===== config.mk =====
export PLATFORM = sky130hd
export DESIGN_NAME = mem_init_ctrl_flat
export DESIGN_NICKNAME = d
export VERILOG_FILES = /design/src/rtl/mem_init_pkg.sv /design/src/rtl/mem_init_ctrl_if.sv /design/src/rtl/mem_init_sync.sv /design/src/rtl/mem_init_ctrl.sv /design/src/flat_wrapper.sv
export SDC_FILE = /design/constraint.sdc
export NUM_CORES = 1
export LEC_CHECK = 0
export BUFFER_PORTS_ARGS = -buffer_cell sky130_fd_sc_hd__buf_4
export CELL_PAD_IN_SITES_DETAIL_PLACEMENT = 1
export CELL_PAD_IN_SITES_GLOBAL_PLACEMENT = 2
export CORE_UTILIZATION = 34
export DETAILED_ROUTE_END_ITERATION = 12
export PLACE_DENSITY = 0.86
export SYNTH_ARGS = -nofsm -noshare
export SYNTH_HDL_FRONTEND = slang
export SYNTH_HIERARCHICAL = 1
export SYNTH_SLANG_ARGS = --single-unit

===== constraint.sdc =====
create_clock -name clk -period 5.55 [get_ports clk]
set_input_delay 1.3875 -clock clk [delete_from_list [all_inputs] [get_ports clk]]
set_output_delay 1.3875 -clock clk [all_outputs]
set_load 0.005 [all_outputs]

===== src/rtl/mem_init_pkg.sv =====
// Shared types and constants for the memory-initialisation sequencer.
package mem_init_pkg;

  typedef enum logic [1:0] {
    IDLE = 2'd0,
    RUN  = 2'd1,
    DONE = 2'd2
  } state_e;

  localparam logic MODE_CONST = 1'b0;
  localparam logic MODE_INC   = 1'b1;

endpackage


===== src/rtl/mem_init_ctrl_if.sv =====
// Valid/ready write port driven by the initialisation sequencer.
interface mem_init_ctrl_if #(
  parameter int unsigned ADDR_W = 32,
  parameter int unsigned DATA_W = 32
);

  logic              wr_valid;
  logic              wr_ready;
  logic [ADDR_W-1:0] wr_addr;
  logic [DATA_W-1:0] wr_data;

  modport master (
    output wr_valid,
    output wr_addr,
    output wr_data,
    input  wr_ready
  );

  modport slave (
    input  wr_valid,
    input  wr_addr,
    input  wr_data,
    output wr_ready
  );

endinterface


===== src/rtl/mem_init_sync.sv =====
// Control-input conditioning for mem_init_ctrl: optional per-bit
// synchronisers on init_en/init_abort plus start-edge detection.
// Build macro: MEMINIT_SYNC_EN (defined = SYNC_STAGES-flop synchronisers,
// undefined = inputs already synchronous to clk and used directly).
module mem_init_sync #(
  parameter int unsigned SYNC_STAGES = 3
) (
  input  logic clk,
  input  logic rst_n,
  input  logic en_i,
  input  logic abort_i,
  output logic en_s_o,
  output logic abort_s_o,
  output logic rise_o
);

  logic en_d_q;

  if (SYNC_STAGES < 2) begin : g_bad_sync_stages
    $error("mem_init_sync: SYNC_STAGES must be at least 2");
  end

`ifdef MEMINIT_SYNC_EN
  logic [SYNC_STAGES-1:0] en_sync_q;
  logic [SYNC_STAGES-1:0] abort_sync_q;

  // Shift each control bit through its own flop chain.
  always_ff @(posedge clk or negedge rst_n) begin
    if (!rst_n) begin
      en_sync_q    <= '0;
      abort_sync_q <= '0;
    end else begin
      en_sync_q    <= {en_sync_q[SYNC_STAGES-2:0], en_i};
      abort_sync_q <= {abort_sync_q[SYNC_STAGES-2:0], abort_i};
    end
  end

  assign en_s_o    = en_sync_q[SYNC_STAGES-1];
  assign abort_s_o = abort_sync_q[SYNC_STAGES-1];
`else
  assign en_s_o    = en_i;
  assign abort_s_o = abort_i;
`endif

  // One-cycle-delayed copy of the conditioned enable for edge detection.
  always_ff @(posedge clk or negedge rst_n) begin
    if (!rst_n) begin
      en_d_q <= 1'b0;
    end else begin
      en_d_q <= en_s_o;
    end
  end

  assign rise_o = en_s_o & ~en_d_q;

endmodule


===== src/rtl/mem_init_ctrl.sv =====
// Memory-initialisation sequencer: on a rising init_en, writes DEPTH words
// from BASE_ADDR over a valid/ready port with constant or incrementing data.
// Build macro: MEMINIT_SYNC_EN selects synchronised control inputs.
module mem_init_ctrl
  import mem_init_pkg::*;
#(
  parameter int unsigned       ADDR_W      = 32,
  parameter int unsigned       DATA_W      = 32,
  parameter int unsigned       DEPTH       = 32,
  parameter logic [ADDR_W-1:0] BASE_ADDR   = '0,
  parameter int unsigned       SYNC_STAGES = 3
) (
  input  logic                       clk,
  input  logic                       rst_n,
  input  logic                       init_en,
  input  logic                       init_abort,
  input  logic                       init_mode,
  input  logic [DATA_W-1:0]          fill_data,
  mem_init_ctrl_if.master            wr,
  output logic                       init_busy,
  output logic                       init_done,
  output logic                       init_done_pulse,
  output logic                       init_aborted,
  output logic [$clog2(DEPTH+1)-1:0] init_count
);

  localparam int unsigned      CNT_W = $clog2(DEPTH + 1);
  localparam logic [CNT_W-1:0] LAST  = CNT_W'(DEPTH - 1);

  if (DEPTH < 1) begin : g_bad_depth
    $error("mem_init_ctrl: DEPTH must be at least 1");
  end

  logic en_s;
  logic abort_s;
  logic rise;

  state_e            state_q,      state_d;
  logic [CNT_W-1:0]  count_q,      count_d;
  logic              mode_q,       mode_d;
  logic [ADDR_W-1:0] addr_q,       addr_d;
  logic [DATA_W-1:0] data_q,       data_d;
  logic              done_pulse_q, done_pulse_d;
  logic              aborted_q,    aborted_d;

  mem_init_sync #(
    .SYNC_STAGES(SYNC_STAGES)
  ) u_sync (
    .clk      (clk),
    .rst_n    (rst_n),
    .en_i     (init_en),
    .abort_i  (init_abort),
    .en_s_o   (en_s),
    .abort_s_o(abort_s),
    .rise_o   (rise)
  );

  // State, counter and output registers.
  always_ff @(posedge clk or negedge rst_n) begin
    if (!rst_n) begin
      state_q      <= IDLE;
      count_q      <= '0;
      mode_q       <= MODE_CONST;
      addr_q       <= '0;
      data_q       <= '0;
      done_pulse_q <= 1'b0;
      aborted_q    <= 1'b0;
    end else begin
      state_q      <= state_d;
      count_q      <= count_d;
      mode_q       <= mode_d;
      addr_q       <= addr_d;
      data_q       <= data_d;
      done_pulse_q <= done_pulse_d;
      aborted_q    <= aborted_d;
    end
  end

  // Next-state logic. The beat index always equals the accepted-beat count,
  // so one counter serves both; address and data are kept as running
  // registers (BASE+index and seed+index) instead of being re-added.
  always_comb begin
    state_d      = state_q;
    count_d      = count_q;
    mode_d       = mode_q;
    addr_d       = addr_q;
    data_d       = data_q;
    done_pulse_d = 1'b0;
    aborted_d    = 1'b0;

    unique case (state_q)
      IDLE: begin
        if (rise) begin
          mode_d  = init_mode;
          count_d = '0;
          addr_d  = BASE_ADDR;
          data_d  = fill_data;
          state_d = RUN;
        end
      end

      RUN: begin
        if (wr.wr_ready) begin
          count_d = count_q + CNT_W'(1);
          addr_d  = addr_q + ADDR_W'(1);
          if (mode_q == MODE_INC) begin
            data_d = data_q + DATA_W'(1);
          end
        end
        // Abort outranks completion, but a beat accepted alongside it counts.
        if (abort_s) begin
          aborted_d = 1'b1;
          state_d   = IDLE;
          addr_d    = '0;
          data_d    = '0;
        end else if (wr.wr_ready && (count_q == LAST)) begin
          done_pulse_d = 1'b1;
          state_d      = DONE;
          addr_d       = '0;
          data_d       = '0;
        end
      end

      DONE: begin
        if (!en_s) begin
          state_d = IDLE;
        end
      end

      default: begin
        state_d = IDLE;
      end
    endcase
  end

  assign wr.wr_valid     = (state_q == RUN);
  assign wr.wr_addr      = addr_q;
  assign wr.wr_data      = data_q;
  assign init_busy       = (state_q == RUN);
  assign init_done       = (state_q == DONE);
  assign init_done_pulse = done_pulse_q;
  assign init_aborted    = aborted_q;
  assign init_count      = count_q;

endmodule


===== src/flat_wrapper.sv =====
// flat-port wrapper written by rule: the top's interface ports become plain ports
module mem_init_ctrl_flat import mem_init_pkg::*;
#(
  parameter int unsigned       ADDR_W      = 32,
  parameter int unsigned       DATA_W      = 32,
  parameter int unsigned       DEPTH       = 32,
  parameter logic [ADDR_W-1:0] BASE_ADDR   = '0,
  parameter int unsigned       SYNC_STAGES = 3
)
  (clk, rst_n, init_en, init_abort, init_mode, fill_data, init_busy, init_done, init_done_pulse, init_aborted, init_count, wr_wr_valid, wr_wr_addr, wr_wr_data, wr_wr_ready);
  mem_init_ctrl_if #(.ADDR_W(ADDR_W), .DATA_W(DATA_W)) wr_i ();
  input  logic clk;
  input  logic rst_n;
  input  logic init_en;
  input  logic init_abort;
  input  logic init_mode;
  input  logic [DATA_W-1:0] fill_data;
  output logic init_busy;
  output logic init_done;
  output logic init_done_pulse;
  output logic init_aborted;
  output logic [$clog2(DEPTH+1)-1:0] init_count;
  output wire logic [$bits(wr_i.wr_valid)-1:0] wr_wr_valid;
  output wire logic [$bits(wr_i.wr_addr)-1:0] wr_wr_addr;
  output wire logic [$bits(wr_i.wr_data)-1:0] wr_wr_data;
  input wire logic [$bits(wr_i.wr_ready)-1:0] wr_wr_ready;
  assign wr_wr_valid = wr_i.wr_valid;
  assign wr_wr_addr = wr_i.wr_addr;
  assign wr_wr_data = wr_i.wr_data;
  assign wr_i.wr_ready = wr_wr_ready;
  mem_init_ctrl #(.ADDR_W(ADDR_W), .DATA_W(DATA_W), .DEPTH(DEPTH), .BASE_ADDR(BASE_ADDR), .SYNC_STAGES(SYNC_STAGES)) u_core (.clk(clk), .rst_n(rst_n), .init_en(init_en), .init_abort(init_abort), .init_mode(init_mode), .fill_data(fill_data), .wr(wr_i), .init_busy(init_busy), .init_done(init_done), .init_done_pulse(init_done_pulse), .init_aborted(init_aborted), .init_count(init_count));
endmodule

==> results of run 1 <==
[placed cells by master (no fill, tap or decap), types with 4 or more instances in the layout]
master	Yosys	routed
sky130_fd_sc_hd__nand3_1	27	27
sky130_fd_sc_hd__nor2_1	48	48
sky130_fd_sc_hd__a31oi_1	12	12
sky130_fd_sc_hd__and2_1	4	4
sky130_fd_sc_hd__or3_1	9	9
sky130_fd_sc_hd__nand4_1	21	21
sky130_fd_sc_hd__and4_1	6	6
sky130_fd_sc_hd__a32oi_1	5	5
sky130_fd_sc_hd__o21ai_1	18	18
sky130_fd_sc_hd__a21oi_1	30	30
sky130_fd_sc_hd__o21ai_0	36	36
sky130_fd_sc_hd__nor3_1	4	4
sky130_fd_sc_hd__nor4_4	4	4
sky130_fd_sc_hd__xnor2_1	6	6
sky130_fd_sc_hd__dfrtp_1	76	76
sky130_fd_sc_hd__and3_1	11	11
sky130_fd_sc_hd__inv_1	14	14
sky130_fd_sc_hd__o31a_1	9	9
sky130_fd_sc_hd__xor2_1	15	15
sky130_fd_sc_hd__clkbuf_16	0	9
sky130_fd_sc_hd__buf_4	5	117
sky130_fd_sc_hd__nand2_1	36	36
sky130_fd_sc_hd__a22oi_1	6	6
sky130_fd_sc_hd__o22ai_1	6	6
[power breakdown]
group,leakage (uW),total (uW),switching [uW],internal [uW]
Clock,0.000140,554,221,333
Sequential,0.00101,739,114,625
Combinational,0.00137,361,182,179
Total,0.00252,1650,517,1140
[flip-flops by register name, indices dropped and copies added, names as in the netlist]
name / cells
u_core/init_aborted: 1
u_core/u_sync/en_d_q: 1
u_core/mode_q: 1
u_core/init_count: 6
u_core/init_done_pulse: 1
u_core/wr.wr_addr: 32
u_core/wr.wr_data: 32
u_core/state_q: 2
[critical path, delay by kind of cell (launching register included)]
| kind | cells | cell delay (ns) |
|---|---|---|
| simple gates | 1 | 0.52 |
| buf+inv | 2 | 0.41 |
| flops | 1 | 0.56 |
[cell families (layout without fill, tap and decap cells)]
kind of cell / count (synthesis) / count (layout) / share of synthesized area [%]
mux: 2 / 2 / 0.4861
simple gates: 192 / 192 / 25.34
xor+xnor: 21 / 21 / 4.204
fa+ha+maj: 3 / 3 / 0.8580
flops: 76 / 76 / 43.47
buf+inv: 44 / 145 / 4.947
compound gates: 144 / 144 / 20.70
[per-layer routing]
layer  vias up  part of all wire [%]
met5         -                     0
met3        24                   3.2
met1      2082                    46
li1       1979                     -
met4         0                   2.6
met2        80                    48
[how the worst max path moves through the flow]
stage | endpoint | cells after the start | from
after global routing | u_core/wr.wr_data[6]$_DFFE_PN0P_ | 6 | init_abort
after floorplan | u_core/wr.wr_addr[10]$_DFFE_PN0P_ | 6 | wr_wr_ready
final | wr_wr_valid | 3 | u_core/state_q[1]$_DFFE_PN0P_
after global placement | u_core/wr.wr_data[7]$_DFFE_PN0P_ | 6 | init_abort
after detailed placement | u_core/wr.wr_data[7]$_DFFE_PN0P_ | 6 | init_abort
after CTS | wr_wr_valid | 3 | u_core/state_q[1]$_DFFE_PN0P_
[cell type report]
type	count	share of cell area, %
sequential	76	34.00
timing repair buffer	117	15.70
inverter	14	0.9396
clock inverter	2	0.1790
multi-input combinational	362	40.56
clock buffer	12	4.765
tap	172	3.848
[through the flow]
step	cell area (um2)	power (uW)	utilization, %	hold WS (ns)
final	5593	1654	44.50	0.5458
after global routing	5593	1750	44.50	0.5848
after CTS	5593	1677	44.50	0.5575
after detailed placement	5316	1115	42.30	0.5443
after global placement	5316	1097	42.30	0.5266
after floorplan	4375	903.0	-	0.4986
==> metrics.sh, run 1 <==
LAYOUT.NETS=621
DETAIL-ROUTE-ANTENNA-NETS=0
SERIES_OF_CELL_INSTANCES_ALONG_THE_CRITICAL_PATH='nand2b_4 -> inv_1 -> buf_4'
DIE-AREA_UM2=13330
WORST_SKEW_PAIR.LATE_LATENCY_NS=0.33
SYNTH_LARGEST_AREA_CELL='sky130_fd_sc_hd__dfrtp_1'
FIN_SETUP_TNS_NS=0
HOLD_VIOL_FINAL=0
DRC=0
NUMBER_OF_ANTENNA_VIOLATIONS_AT_THE_FIRST_CHECK_IN_GLOBAL_ROUTING=0
POSTSYNTHREGISTERBITS=76
TIMING.SETUP.CRITICAL_PATH_CLASS='reg2out'
NUMPLACEDINSTANCES=741
INITIALDRTVIOLATIONCOUNT=165
TIMING.FMAX_MHz=311.2
PLACE_WS_NS=1.996
LAYOUT.AREA.SEQ_UM2=1902
PERIOD_SHARE_PCT=57.90
COUNT_OF_BUFFERS_INSERTED_AT_THE_TOP_LEVEL_PORTS=112
NUM_VIAS=4165
AREA_GROWTH_SYN_TO_LAYOUT_PCT=27.82
RR_WORST_DEPTH=6
TOTALWIRELENGTH_MM=13.25
POST_DRT_WL_PER_CELL_UM=17.55
PATH_MAX_FANOUT=40
SYNTHFLOPTYPE='sky130_fd_sc_hd__dfrtp_1'
GLOBAL_ROUTE.PEAK_USAGE_LAYER='met2'
SYNTH.CELL_AREA_UM2=4375
FIN_CELLS=755
NUMBER_OF_FILL_CELLS_IN_THE_LAYOUT=1491
GP_ROUTABILITY_CONGESTION=0.7636
GROUTE.USAGE.OVERALL_PCT=20.79
ASYNCSETRESETFLOPFRACSYNTH_PCT=100.0
GRT_OVERFLOW=0
TIMING.CRITICAL_PATH.FROM_TYPE='flop'
COUNT_OF_YOSYS_WARNINGS_DURING_SYNTHESIS=6
CTS_POST_SETUP_BUFFERS_INSERTED=0
MAXIMUM_BUFFER_DEPTH_OF_THE_CLOCK_TREE=2
POST_CTS.RESIZED_INSTANCES=0
ROWS=41
MIN_TO='u_core/wr.wr_addr[1]$_DFFE_PN0P_'
DP_HPWL_MM=9.034
POSTSYNTHNETCOUNT=523
SYNTH.TOP_CELLS.BY_AREA='sky130_fd_sc_hd__dfrtp_1 43%, sky130_fd_sc_hd__o21ai_0 4.1%, sky130_fd_sc_hd__nor2_1 4.1%'
GRT_SETUP_UNREPAIRED='false'
MET2_USAGE_PCT=33.45
COREAREA_UM2=12570
INITIAL_CORE_UTIL_PCT=34.81
TIMING.HOLD.WORST.START='u_core/wr.wr_addr[1]$_DFFE_PN0P_'
FINAL_PERIOD_MINUS_WORST_SETUP_SLACK_NS=3.213
VIAS_PER_CELL=5.517
SLEW_VIOLATIONS=0
SLEW_HEADROOM_PCT=22.64
MAXIMUM_NUMBER_OF_PINS_ON_ONE_NET_BEFORE_GLOBAL_ROUTE_REPAIR=77
ANTENNA_CELLS_INSERTED=0
CRITICAL_PATH_REQUIRED_NS=4.16
WORST_SETUP_HOLD_PATH_CLK_SLEW_NS=0.06
FINAL_LAYOUT_SIZE_SUFFIX_GT1_SHARE_PCT=25.73
TIGHTESTPINTRANSITION_NS=1.156
SYN_AREA_PER_CELL_UM2=9.078
GRT_USE_MET1_PCT=27.88
NUMBER_OF_GLOBAL_ROUTE_VIAS_BEFORE_REPAIR=4290
WIRE_LENGTH_OF_THE_FIRST_GLOBAL_ROUTING_PASS_MM=21.74
WORST_HOLD_CHECK_PATH_TYPE='reg2reg'
CTS_MADE_BUFFERS=9
DIE_H_UM=115.4
H-TREE-DEPTH=3
IRDROPWORSTVDD_uV=115.4
REGISTER_TO_REGISTER_PATH_SETUP_SLACK_NS=2.57
SYNTH_CELLS=482
SETUP_VIOL=0
CTS_HOLD_REPAIR.BUFFERS=0
LEAKAGEPOWER_uW=0.002517
CRIT_PATH_MAX_INCR_DELAY_NS=0.56
CELL_WITH_THE_MOST_INSTANCES_AFTER_SYNTHESIS='sky130_fd_sc_hd__dfrtp_1'
IO_PINS=113
CP_SLOWEST_CELL='sky130_fd_sc_hd__dfrtp_1'
STATUS='completed'
MULTIINPUTGATEAREA_UM2=2268
FINAL.SETUP.WORST_SLACK_NS=2.337
SYNTH_TOP_AREA_SHARE_PCT=43.47
EDFF_COUNT_SYNTH=0
REG2REG_FROM='u_core/state_q[1]$_DFFE_PN0P_'
CTS.SINKS=76
YOSYS-TOP-CELLS-COUNT='76 x sky130_fd_sc_hd__dfrtp_1, 48 x sky130_fd_sc_hd__nor2_1, 36 x sky130_fd_sc_hd__nand2_1, 36 x sky130_fd_sc_hd__o21ai_0, 30 x sky130_fd_sc_hd__a21oi_1'
SYNTH_CELL_TYPE_COUNT=57
REG2REG_TO='u_core/wr.wr_data[7]$_DFFE_PN0P_'
DETAIL_ROUTE.FIRST_PASS.ITERATIONS=4
CLK_ROOT_BUFFER_CELL='sky130_fd_sc_hd__clkbuf_16'
CP_DATA_ARRIVAL_TIME_NS=1.83
MIN_DELAY_PATH_DEPTH=2
POWER_DENSITY_OVER_THE_CELLS_nW_PER_UM2=295.7
TRITONCTS_CLOCK_TREE='built'
SKEW_NS=0.005127
SETUP.WORST_PATH.END_CLASS='output port'
DIE_WIDTH_UM=115.4
YS_SEQ_AREA_SHARE_PCT=43.47
DRV_CAP=0
GRT_USE_MET3_PCT=3.086
(Power assumes the default switching activity.)
==> inputs of run 2 (changes only) <==
CORE_UTILIZATION = 32   (was 34)
PLACE_DENSITY = 0.82   (was 0.86)
clock period = 3.2 ns   (was 5.55 ns; I/O delays follow)
==> run 2 against run 1 <==
Register-to-register slack lost 1.9 ns. Sequential power grew 75%. Combinational power grew 75%. Final cell count grew 1.5%. Via count grew 1.1%. Critical path type unchanged. Largest power group unchanged.
==> metrics.sh, run 2 (synthesized netlist as in run 1, its figures left out) <==
PATH_BUF_INV=2
GP_ROUTABILITY_CONGESTION=0.7491
NUMBER_OF_ANTENNA_VIOLATIONS_AT_THE_FIRST_CHECK_IN_GLOBAL_ROUTING=0
GROUTE.USAGE.OVERALL_PCT=20.67
STATUS='completed'
POWER.SHARE.SWITCHING_PCT=31.70
PATH_MAX_FANOUT=40
REG2REG_TO='u_core/wr.wr_data[22]$_DFFE_PN0P_'
PERIOD_SHARE_PCT=82.36
CLOCK_POWER_SHARE_PCT=34.1
MIN_DELAY_PATH_DEPTH=2
COUNT_OF_BUFFERS_INSERTED_AT_THE_TOP_LEVEL_PORTS=112
RR_WORST_DEPTH=6
DP_HPWL_MM=9.648
INITIALDRTVIOLATIONCOUNT=259
GRT_OVERFLOW=0
LEAKAGEPOWER_uW=0.002543
POST_CTS.RESIZED_INSTANCES=0
POWER.COMBINATIONAL.FRACTION_PCT=21.7
MIN_TO='u_core/wr.wr_addr[1]$_DFFE_PN0P_'
CELL_INTERNAL_PWR_uW=1984
FINAL_PERIOD_MINUS_WORST_SETUP_SLACK_NS=2.636
COREAREA_UM2=13300
TOTALWIRELENGTH_MM=14.00
DESIGN_POWER_TOTAL_uW=2905
DETAIL-ROUTE-ANTENNA-NETS=0
CRITICAL_PATH_REQUIRED_NS=2.40
CRITICAL_PATH_CELL_COUNT=3
WIRE_LENGTH_OF_THE_FIRST_GLOBAL_ROUTING_PASS_MM=23.18
IRDROPWORSTVDD_uV=339.3
POST_DRT_WL_PER_CELL_UM=18.28
DRV_CAP=0
CP_DATA_ARRIVAL_TIME_NS=1.84
ANTENNA_CELLS_INSERTED=0
AREA_GROWTH_SYN_TO_LAYOUT_PCT=28.94
NUMBER_OF_GLOBAL_ROUTE_VIAS_BEFORE_REPAIR=4292
INITIAL_CORE_UTIL_PCT=32.91
CTS_HOLD_REPAIR.BUFFERS=0
MULTIINPUTGATEAREA_UM2=2268
DRC=0
CLK_ROOT_BUFFER_CELL='sky130_fd_sc_hd__clkbuf_16'
LAYOUT.AREA.SEQ_UM2=1902
PWR-SHARE-SEQ_PCT=44.3
HOLD_VIOL_FINAL=0
TRITONCTS_CLOCK_TREE='built'
DIE_WIDTH_UM=118.9
VIAS_PER_CELL=5.497
MAXIMUM_BUFFER_DEPTH_OF_THE_CLOCK_TREE=2
DIE_H_UM=118.9
TIMING.HOLD.WORST.START='u_core/wr.wr_addr[1]$_DFFE_PN0P_'
REG2REG_FROM='u_core/state_q[1]$_DFFE_PN0P_'
NUM_VIAS=4211
FIN_SETUP_TNS_NS=0
CP_SLOWEST_CELL='sky130_fd_sc_hd__dfrtp_1'
POWER.SWITCHING_uW=921.0
SLEW_HEADROOM_PCT=31.94
CRIT_FAMILY='flip-flops'
TIMING.SETUP.CRITICAL_PATH_CLASS='reg2out'
SETUP_VIOL=0
WORST_SKEW_PAIR.LATE_LATENCY_NS=0.34
TIMING.FMAX_MHz=379.4
SETUP.WORST_PATH.END_CLASS='output port'
TIGHTESTPINTRANSITION_NS=1.021
ROWS=42
CTS_POST_SETUP_BUFFERS_INSERTED=0
FINAL_LAYOUT_SIZE_SUFFIX_GT1_SHARE_PCT=26.10
REGISTER_TO_REGISTER_PATH_SETUP_SLACK_NS=0.68
SERIES_OF_CELL_INSTANCES_ALONG_THE_CRITICAL_PATH='nand2b_4 -> inv_1 -> buf_4'
H-TREE-DEPTH=3
SKEW_NS=0.005820
GRT_SETUP_UNREPAIRED='false'
MAXIMUM_NUMBER_OF_PINS_ON_ONE_NET_BEFORE_GLOBAL_ROUTE_REPAIR=77
CTS_MADE_BUFFERS=9
MOSTFREQUENTLAYOUTCELLS='122 x sky130_fd_sc_hd__buf_4, 76 x sky130_fd_sc_hd__dfrtp_1, 48 x sky130_fd_sc_hd__nor2_1'
DIE-AREA_UM2=14140
FINAL_CORE_UTILIZATION_PCT=42.43
IO_PINS=113
FINAL_COMMON_CELL='sky130_fd_sc_hd__buf_4'
LAYOUT.NETS=626
CTS.SINKS=76
TIMING.CRITICAL_PATH.FROM_TYPE='flop'
NUMBER_OF_FILL_CELLS_IN_THE_LAYOUT=1556
CRIT_PATH_MAX_INCR_DELAY_NS=0.56
DETAIL_ROUTE.FIRST_PASS.ITERATIONS=4
WORST_SETUP_HOLD_PATH_CLK_SLEW_NS=0.06
SLEW_VIOLATIONS=0
WORST_HOLD_CHECK_PATH_TYPE='reg2reg'
POWER_DENSITY_OVER_THE_CELLS_nW_PER_UM2=514.9
==> run 2: cell count changes in the layout (fill, tap and decap cells not counted), sizes merged <==
cell    change
clkbuf      +3
buf         +5
clkinv      -1
==> run 2: per-layer routing <==
layer  wire (um)  vias to the layer above  GRT usage (%)  part of all wire (%)
li1            -                     1989              -                     -
met1        6289                     2114          26.37                    45
met2        6805                       94          34.72                    49
met3         672                       14          3.831                   4.8
met4         231                        0          7.674                   1.7
met5           0                        -              0                     0
==> run 2: per-stage QoR <==
stage / hold WS (ns) / instance area (um2) / instances / setup WS [ns]
after floorplan: 0.4986 / 4375 / 482 / 1.075
after global placement: 0.5137 / 5359 / 750 / 0.7747
after detailed placement: 0.5396 / 5359 / 750 / 0.7053
after CTS: 0.5477 / 5642 / 766 / 0.5503
after global routing: 0.5775 / 5642 / 766 / 0.4412
final: 0.5431 / 5642 / 766 / 0.5644
==> run 2: worst max path at each step <==
stage	slack, ns	from	to
after CTS	0.55	u_core/state_q[1]$_DFFE_PN0P_	init_busy
after detailed placement	0.71	u_core/state_q[1]$_DFFE_PN0P_	u_core/wr.wr_data[22]$_DFFE_PN0P_
after floorplan	1.07	wr_wr_ready	u_core/wr.wr_addr[10]$_DFFE_PN0P_
final	0.56	u_core/state_q[1]$_DFFE_PN0P_	init_busy
after global placement	0.77	u_core/state_q[1]$_DFFE_PN0P_	u_core/wr.wr_data[16]$_DFFE_PN0P_
after global routing	0.44	u_core/state_q[1]$_DFFE_PN0P_	init_busy
==> run 2: final cells by class <==
| type | instances | share of cell area (%) |
|---|---|---|
| clock inverters | 1 | 0.08871 |
| clock buffers | 15 | 4.923 |
| flip-flops and latches | 76 | 33.71 |
| inverters | 14 | 0.9315 |
| repair buffers | 122 | 16.23 |
| well taps | 176 | 3.903 |
| multi-input cells | 362 | 40.21 |
==> run 2: power groups by stage <==
stage	logic (uW)	clock network [uW]	registers, uW
floorplan	325	0	1240
global placement	617	0	1290
detailed placement	636	0	1300
CTS	639	1010	1290
global route	703	1050	1310
finish	630	989	1290
==> run 2: worst min-delay path, stage by stage (launching register included) <==
cell and delay [ns]:
sky130_fd_sc_hd__dfrtp_1 0.39, sky130_fd_sc_hd__nand2_1 0.06, sky130_fd_sc_hd__nand2_1 0.06
